<file path="config.mk">
export PLATFORM = sky130hd
export DESIGN_NAME = rx_link_controller_flat
export DESIGN_NICKNAME = d
export VERILOG_FILES = /design/src/rtl/rx_link_if.sv /design/src/rtl/rx_link_controller.sv /design/src/flat_wrapper.sv
export SDC_FILE = /design/constraint.sdc
export NUM_CORES = 1
export LEC_CHECK = 0
export BUFFER_PORTS_ARGS = -buffer_cell sky130_fd_sc_hd__buf_2
export CAP_MARGIN = 25
export CORE_MARGIN = 8
export CORE_UTILIZATION = 55
export CTS_CLUSTER_DIAMETER = 80
export CTS_CLUSTER_SIZE = 10
export DETAILED_ROUTE_END_ITERATION = 7
export PLACE_DENSITY = 0.79
export SLEW_MARGIN = 20
export SYNTH_ARGS = -nofsm -noshare
export SYNTH_HDL_FRONTEND = slang
export SYNTH_SLANG_ARGS = --single-unit
</file>
<file path="constraint.sdc">
create_clock -name clk -period 2.34 [get_ports clk]
set_input_delay 0.117 -clock clk [delete_from_list [all_inputs] [get_ports clk]]
set_output_delay 0.117 -clock clk [all_outputs]
set_load 0.005 [all_outputs]
</file>
<file path="src/rtl/rx_link_if.sv">
// Receive-link bundle between the link controller (master) and the Manchester datapath side (slave).
// Carries PLL status, decoded byte strobe, datapath reset, payload stream and statistics.
interface rx_link_if #(
    parameter int unsigned CNT_W = 16
);
    logic             pll_locked;
    logic             byte_valid;
    logic [7:0]       byte_in;
    logic             dp_resetn;
    logic             link_up;
    logic             data_valid;
    logic [7:0]       data_out;
    logic             sof;
    logic [CNT_W-1:0] sync_err_cnt;
    logic [CNT_W-1:0] relock_cnt;

    modport master (
        input  pll_locked, byte_valid, byte_in,
        output dp_resetn, link_up, data_valid, data_out, sof, sync_err_cnt, relock_cnt
    );

    modport slave (
        output pll_locked, byte_valid, byte_in,
        input  dp_resetn, link_up, data_valid, data_out, sof, sync_err_cnt, relock_cnt
    );
endinterface

</file>
<file path="src/rtl/rx_link_controller.sv">
// Sequences the Manchester receive datapath: waits for PLL lock, pulses the datapath reset,
// hunts for preamble/SFD, then forwards payload until a byte-gap timeout or PLL loss.
module rx_link_controller #(
    parameter logic [7:0]  SYNC_BYTE    = 8'h55,
    parameter logic [7:0]  SFD_BYTE     = 8'hD5,
    parameter int unsigned PREAMBLE_MIN = 4,
    parameter int unsigned RST_CYCLES   = 16,
    parameter int unsigned GAP_TIMEOUT  = 64,
    parameter int unsigned CNT_W        = 16
) (
    input logic       clk,
    input logic       areset,
    rx_link_if.master lnk
);
    localparam int unsigned PRE_W = $clog2(PREAMBLE_MIN + 1);
    localparam int unsigned RST_W = (RST_CYCLES > 1) ? $clog2(RST_CYCLES) : 1;
    localparam int unsigned GAP_W = $clog2(GAP_TIMEOUT);

    localparam logic [RST_W-1:0] RST_LOAD = RST_W'(RST_CYCLES - 1);
    localparam logic [GAP_W-1:0] GAP_LAST = GAP_W'(GAP_TIMEOUT - 1);
    localparam logic [PRE_W-1:0] PRE_FULL = PRE_W'(PREAMBLE_MIN);
    localparam logic [CNT_W-1:0] CNT_MAX  = '1;

    typedef enum logic [1:0] {
        WAIT_LOCK,
        RESET_DP,
        HUNT,
        LOCKED
    } state_t;

    state_t           state_q, state_d;
    logic [RST_W-1:0] rst_cnt_q, rst_cnt_d;
    logic [PRE_W-1:0] pre_cnt_q, pre_cnt_d;
    logic [GAP_W-1:0] gap_cnt_q, gap_cnt_d;
    logic             sof_arm_q, sof_arm_d;
    logic             dp_resetn_q, dp_resetn_d;
    logic             link_up_q, link_up_d;
    logic             data_valid_q, data_valid_d;
    logic             sof_q, sof_d;
    logic [7:0]       data_out_q, data_out_d;
    logic [CNT_W-1:0] sync_err_cnt_q, sync_err_cnt_d;
    logic [CNT_W-1:0] relock_cnt_q, relock_cnt_d;

    function automatic logic [CNT_W-1:0] sat_inc(input logic [CNT_W-1:0] v);
        return (v == CNT_MAX) ? v : v + 1'b1;
    endfunction

    always_comb begin
        state_d        = state_q;
        rst_cnt_d      = rst_cnt_q;
        pre_cnt_d      = '0;
        gap_cnt_d      = gap_cnt_q;
        sof_arm_d      = sof_arm_q;
        data_valid_d   = 1'b0;
        sof_d          = 1'b0;
        data_out_d     = data_out_q;
        sync_err_cnt_d = sync_err_cnt_q;
        relock_cnt_d   = relock_cnt_q;

        // PLL loss overrides everything, including a byte arriving in the same cycle
        if (state_q != WAIT_LOCK && !lnk.pll_locked) begin
            state_d   = WAIT_LOCK;
            sof_arm_d = 1'b0;
            if (state_q == LOCKED) relock_cnt_d = sat_inc(relock_cnt_q);
        end else begin
            unique case (state_q)
                WAIT_LOCK: begin
                    if (lnk.pll_locked) begin
                        rst_cnt_d = RST_LOAD;
                        state_d   = RESET_DP;
                    end
                end
                RESET_DP: begin
                    if (rst_cnt_q == '0) state_d = HUNT;
                    else                 rst_cnt_d = rst_cnt_q - 1'b1;
                end
                HUNT: begin
                    pre_cnt_d = pre_cnt_q;
                    if (lnk.byte_valid) begin
                        if (lnk.byte_in == SYNC_BYTE) begin
                            if (pre_cnt_q != PRE_FULL) pre_cnt_d = pre_cnt_q + 1'b1;
                        end else if (lnk.byte_in == SFD_BYTE) begin
                            pre_cnt_d = '0;
                            if (pre_cnt_q == PRE_FULL) begin
                                state_d   = LOCKED;
                                gap_cnt_d = '0;
                                sof_arm_d = 1'b1;
                            end else begin
                                sync_err_cnt_d = sat_inc(sync_err_cnt_q);
                            end
                        end else begin
                            pre_cnt_d = '0;
                        end
                    end
                end
                LOCKED: begin
                    if (lnk.byte_valid) begin
                        data_valid_d = 1'b1;
                        data_out_d   = lnk.byte_in;
                        sof_d        = sof_arm_q;
                        sof_arm_d    = 1'b0;
                        gap_cnt_d    = '0;
                    end else if (gap_cnt_q == GAP_LAST) begin
                        state_d      = RESET_DP;
                        rst_cnt_d    = RST_LOAD;
                        sof_arm_d    = 1'b0;
                        relock_cnt_d = sat_inc(relock_cnt_q);
                    end else begin
                        gap_cnt_d = gap_cnt_q + 1'b1;
                    end
                end
                default: state_d = WAIT_LOCK;
            endcase
        end

        // Status outputs are registered against the state being entered
        dp_resetn_d = (state_d == HUNT) || (state_d == LOCKED);
        link_up_d   = (state_d == LOCKED);
    end

    always_ff @(posedge clk or posedge areset) begin
        if (areset) begin
            state_q        <= WAIT_LOCK;
            rst_cnt_q      <= '0;
            pre_cnt_q      <= '0;
            gap_cnt_q      <= '0;
            sof_arm_q      <= 1'b0;
            dp_resetn_q    <= 1'b0;
            link_up_q      <= 1'b0;
            data_valid_q   <= 1'b0;
            sof_q          <= 1'b0;
            data_out_q     <= '0;
            sync_err_cnt_q <= '0;
            relock_cnt_q   <= '0;
        end else begin
            state_q        <= state_d;
            rst_cnt_q      <= rst_cnt_d;
            pre_cnt_q      <= pre_cnt_d;
            gap_cnt_q      <= gap_cnt_d;
            sof_arm_q      <= sof_arm_d;
            dp_resetn_q    <= dp_resetn_d;
            link_up_q      <= link_up_d;
            data_valid_q   <= data_valid_d;
            sof_q          <= sof_d;
            data_out_q     <= data_out_d;
            sync_err_cnt_q <= sync_err_cnt_d;
            relock_cnt_q   <= relock_cnt_d;
        end
    end

    assign lnk.dp_resetn    = dp_resetn_q;
    assign lnk.link_up      = link_up_q;
    assign lnk.data_valid   = data_valid_q;
    assign lnk.sof          = sof_q;
    assign lnk.data_out     = data_out_q;
    assign lnk.sync_err_cnt = sync_err_cnt_q;
    assign lnk.relock_cnt   = relock_cnt_q;
endmodule

</file>
<file path="src/flat_wrapper.sv">
// flat-port wrapper written by rule: the top's interface ports become plain ports
module rx_link_controller_flat 
#(
    parameter logic [7:0]  SYNC_BYTE    = 8'h55,
    parameter logic [7:0]  SFD_BYTE     = 8'hD5,
    parameter int unsigned PREAMBLE_MIN = 4,
    parameter int unsigned RST_CYCLES   = 16,
    parameter int unsigned GAP_TIMEOUT  = 64,
    parameter int unsigned CNT_W        = 16
)
  (clk, areset, lnk_pll_locked, lnk_byte_valid, lnk_byte_in, lnk_dp_resetn, lnk_link_up, lnk_data_valid, lnk_data_out, lnk_sof, lnk_sync_err_cnt, lnk_relock_cnt);
  rx_link_if #(.CNT_W(CNT_W)) lnk_i ();
  input logic clk;
  input logic areset;
  input wire logic [$bits(lnk_i.pll_locked)-1:0] lnk_pll_locked;
  input wire logic [$bits(lnk_i.byte_valid)-1:0] lnk_byte_valid;
  input wire logic [$bits(lnk_i.byte_in)-1:0] lnk_byte_in;
  output wire logic [$bits(lnk_i.dp_resetn)-1:0] lnk_dp_resetn;
  output wire logic [$bits(lnk_i.link_up)-1:0] lnk_link_up;
  output wire logic [$bits(lnk_i.data_valid)-1:0] lnk_data_valid;
  output wire logic [$bits(lnk_i.data_out)-1:0] lnk_data_out;
  output wire logic [$bits(lnk_i.sof)-1:0] lnk_sof;
  output wire logic [$bits(lnk_i.sync_err_cnt)-1:0] lnk_sync_err_cnt;
  output wire logic [$bits(lnk_i.relock_cnt)-1:0] lnk_relock_cnt;
  assign lnk_i.pll_locked = lnk_pll_locked;
  assign lnk_i.byte_valid = lnk_byte_valid;
  assign lnk_i.byte_in = lnk_byte_in;
  assign lnk_dp_resetn = lnk_i.dp_resetn;
  assign lnk_link_up = lnk_i.link_up;
  assign lnk_data_valid = lnk_i.data_valid;
  assign lnk_data_out = lnk_i.data_out;
  assign lnk_sof = lnk_i.sof;
  assign lnk_sync_err_cnt = lnk_i.sync_err_cnt;
  assign lnk_relock_cnt = lnk_i.relock_cnt;
  rx_link_controller #(.SYNC_BYTE(SYNC_BYTE), .SFD_BYTE(SFD_BYTE), .PREAMBLE_MIN(PREAMBLE_MIN), .RST_CYCLES(RST_CYCLES), .GAP_TIMEOUT(GAP_TIMEOUT), .CNT_W(CNT_W)) u_core (.clk(clk), .areset(areset), .lnk(lnk_i));
endmodule
</file>
==> impl_summary.md <==
Floorplanning
The floorplan die width is 90.0 µm. The vertical die dimension is 90.0 µm. The placement row count is 27. The initial utilization of the core area, before any placement, comes to 0.557.

In this run the count of I/O pins placed on the die edge is 56. The die covers 8090 µm². The floorplan step defined a core boundary enclosing 5410 µm².

Drt
The detail route stage leaves a number of antenna-violating nets equal to 0. The wire length reported by the detailed router is 6200 µm. The number of vias in the routed layout is 2327.

The number of design-rule violations left by the first detailed-router iteration is 85. The remaining design rule violation count is 0. The number of search-and-repair iterations in the first detailed-routing pass is 4.

The routed wirelength normalized by instance count is 14.5 µm. The via count normalized by instance count is 5.45.

STA
At the pin with the least slew margin, the transition time is 501 ps. The share of the clock period used by the worst path is 0.866. The final worst clock skew is 8.23 ps. Setup violations remaining at the end of the flow were counted as 0.

Adding up every negative setup slack in the final design gives 0 ps. Counting I/O delays and the setup requirement, the final critical path takes 2030 ps. The worst pin sits at a relative slew slack of 0.663. The number of hold-slack violations in the final timing report is 0.

The fmax is 0.494 GHz. Setup repair after global routing left no endpoint under its margin. The final-report max-slew violation count is 0.

Synthesis
The synthesized netlist occupies a cell area of 3010 µm². After synthesis, the cell types taking the most area are dfrtp_1, xnor2_1, mux2_2, nand2_1, nand3_1. Of the total synthesized cell area, the portion taken by AND, OR, NAND and NOR gates is 0.239. By area, the combinational part of the netlist is dominated by simple AND/OR/NAND/NOR gates. The synthesized-area fraction occupied by xor and xnor cells is 0.0873. The fraction of registers with async set/reset is 1.00.

The commonest register cell after synthesis is dfrtp_1. The count of flip-flops with a built-in enable after synthesis is 0. The mean instance size in the synthesized netlist is 10.5 µm². The proportion of netlist area held by the largest area contributor is 0.499. The count of distinct cell types in the synthesized netlist is 47. The commonest cells after synthesis are dfrtp_1, nand2_1, nand3_1, xnor2_1, nor2_1. Of the post-synthesis cell area, the part taken by muxes is 0.0553. The share of the Yosys chip area taken by registers is 0.499. During synthesis, Yosys emitted a total of 0 warnings.

Of the total synthesized cell area, the portion taken by full adders, half adders and majority gates is 0.0249. The compound-cell area share of the yosys netlist is 0.0644. The largest area contributor in the synthesized netlist is dfrtp_1.

The most frequent cell after synthesis is dfrtp_1. When the netlist entered floorplanning its net count stood at 304. The post-synthesis sequential element count is 60. The number of instances in the synthesized netlist is 286.

Global route
The pin count of the biggest net entering global routing is 25. The number of global-route vias before repair is 2381. The first global-routing pass estimated 10800 µm of wire.

The all-layer global routing usage is 0.159. The number of antenna violations at the first check in global routing is 0. The total grt overflow is 0.

Worst setup path
The cell class contributing the biggest share of worst-path delay is simple AND/OR/NAND/NOR gates. The kind of critical path is flop to flop. Walking the worst path, the cells encountered are ha_1 > nand3_1 > o32ai_4 > nand3_1 > nor3_1 > mux2_2. The critical path startpoint is u_core.gap_cnt_q[0]. For this run, the slowest stage of the critical path takes 450 ps. The element type at the critical path end is a flop. The combined buffer and inverter count along the critical path is 0.

For flop-to-flop paths, the worst setup slack is 310 ps. The slowest cell on the critical path is o32ai_4. In this run the worst path has a maximum fanout of 7.

The number of cells on the worst reg-to-reg path is 6. The cell repeated most along the worst path is nand3_1. The endpoint identified for the worst register-to-register timing path is u_core.lnk.relock_cnt[15]. The worst endpoint data arrival time is 2250 ps.

Data on the critical path is required at its endpoint by 2570 ps. The reg-to-reg startpoint is u_core.gap_cnt_q[0]. In this run the worst setup path terminates at u_core.lnk.relock_cnt[15]. Counting buffers and inverters, the worst setup path is 6 cells deep. The element type at the critical path start is a flop.

Placement
In this run the cell area measured after placement is 3360 µm². The count of input and output buffers is 55. The last weighted congestion value of the routability-driven placer is 0.860. After legalization and detailed placement, the total HPWL measured 4680 µm.

Clock network
Clock tree synthesis selected as its root buffer the cell clkbuf_8. The post-cts hold buffer count is 1. The number of gates resized after CTS was 0. The deepest level of the CTS H-tree is 3. Buffers added to address setup during post-CTS repair amount to 0. The TritonCTS clock tree is built. The clock-pin slew reported for the worst setup and hold paths after clock tree synthesis is 70 ps. CTS saw 60 sinks. The clock buffer count from CTS is 9. The longest clock path from root to sink contains 2 buffers. At the later pin of the worst-skew pair, clock insertion delay measures 350 ps.

Power
Power spread over the standard cell area amounts to 628 nW/µm². IR analysis of the VDD net gives a maximum drop of 0.000393 V. The static power due to leakage is 0.00180 µW.

Finish
The layout has 437 filler cells. The final layout net count is 368. Once layout is done, the placed cells without fillers occupy 3600 µm². Of the cells placed in the final design, the portion with a size suffix greater than 1 is 0.270. The sequential cell area is 1500 µm². Summing all multi-input logic gate instances after layout gives 1420 µm². For this run, the share of the core covered by cells in the final layout is 0.666. The number of antenna diodes is 0. The area growth from synthesis to final layout is 19.5%.

Run
The max capacitance violation total is 0.

Worst hold path
In this run the worst hold path is classified as input port to flop.

Run status
The flow ran to the end, and the final reports show no timing, DRC or antenna violations.
-- stage by stage --
stage	power, µW	worst slack, ps	hold WS [ps]	std cells
detailed placement	1250	338	104	410
floorplan	1200	498	268	286
global placement	1240	407	98.5	410
CTS	2290	316	1.66	427
finish	2260	314	15.4	427
global route	2350	102	14.8	427
-- kinds of logic (layout without fill, tap and decap cells) --
kind of cell,Yosys count,after routing
fa+ha+maj,6,6
mux,15,15
buf+inv,20,89
flops,60,60
simple gates,128,128
xor+xnor,30,30
compound gates,27,27
-- how the worst min path moves through the flow --
stage / start / to / slack, ps / cells after the start
2_1_floorplan: lnk_byte_in[0] / u_core.lnk.data_out[0] / 270 / 1
3_3_place_gp: areset / u_core.lnk.relock_cnt[14] / 100 / 2
3_5_place_dp: areset / u_core.lnk.relock_cnt[14] / 100 / 2
4_1_cts: lnk_byte_in[5] / u_core.lnk.data_out[5] / 2 / 2
5_1_grt: lnk_byte_in[3] / u_core.lnk.data_out[3] / 10 / 2
6_report: lnk_byte_in[5] / u_core.lnk.data_out[5] / 20 / 2
-- layer usage --
| metal | vias to the layer above | global-route usage | wire length [µm] |
|---|---|---|---|
| li1 | 1146 | - | - |
| met1 | 1120 | 0.186 | 2810 |
| met2 | 50 | 0.261 | 3030 |
| met3 | 11 | 0.0382 | 258 |
| met4 | 0 | 0.0874 | 95 |
| met5 | - | 0 | 0 |
-- registers in the layout, summed over array words and instances, names as in the netlist, 2 cells and up --
name	flops
u_core.lnk.sync_err_cnt	16
u_core.state_q	2
u_core.lnk.data_out	8
u_core.pre_cnt_q	3
u_core.lnk.relock_cnt	16
u_core.gap_cnt_q	6
u_core.rst_cnt_q	4
-- cell type report --
| class | count | area share |
|---|---|---|
| repair buffers | 60 | 0.0877 |
| flip-flops and latches | 60 | 0.417 |
| clock inverters | 7 | 0.0282 |
| multi-input cells | 206 | 0.394 |
| clock buffers | 9 | 0.0344 |
| well taps | 72 | 0.0250 |
| inverters | 13 | 0.0136 |
-- cells in the final DEF (no fill, tap or decap), types with 9 or more instances in the layout --
cell and n:
mux2_2 9, dfrtp_1 60, clkbuf_8 9, and3_1 12
nand2_1 27, nor3_1 9, xnor2_1 20, buf_2 55
xor2_1 10, nor2_1 19, inv_1 12, nand4_1 16
nand3_1 20
-- worst reg2reg max path, delay by kind of cell, from the launching register on --
family	cells	cell delay, ps
AOI/OAI and AO/OA	1	450
adders and majority gates	1	180
DFF	1	390
muxes	1	350
and+or+nand+nor	3	550
-- power breakdown --
part	switching, µW	total, µW	internal (µW)
combinational	68.9	120	51.0
clock	431	1030	603
sequential	33.9	1100	1070
No activity file was read; power rests on OpenSTA's default activity.
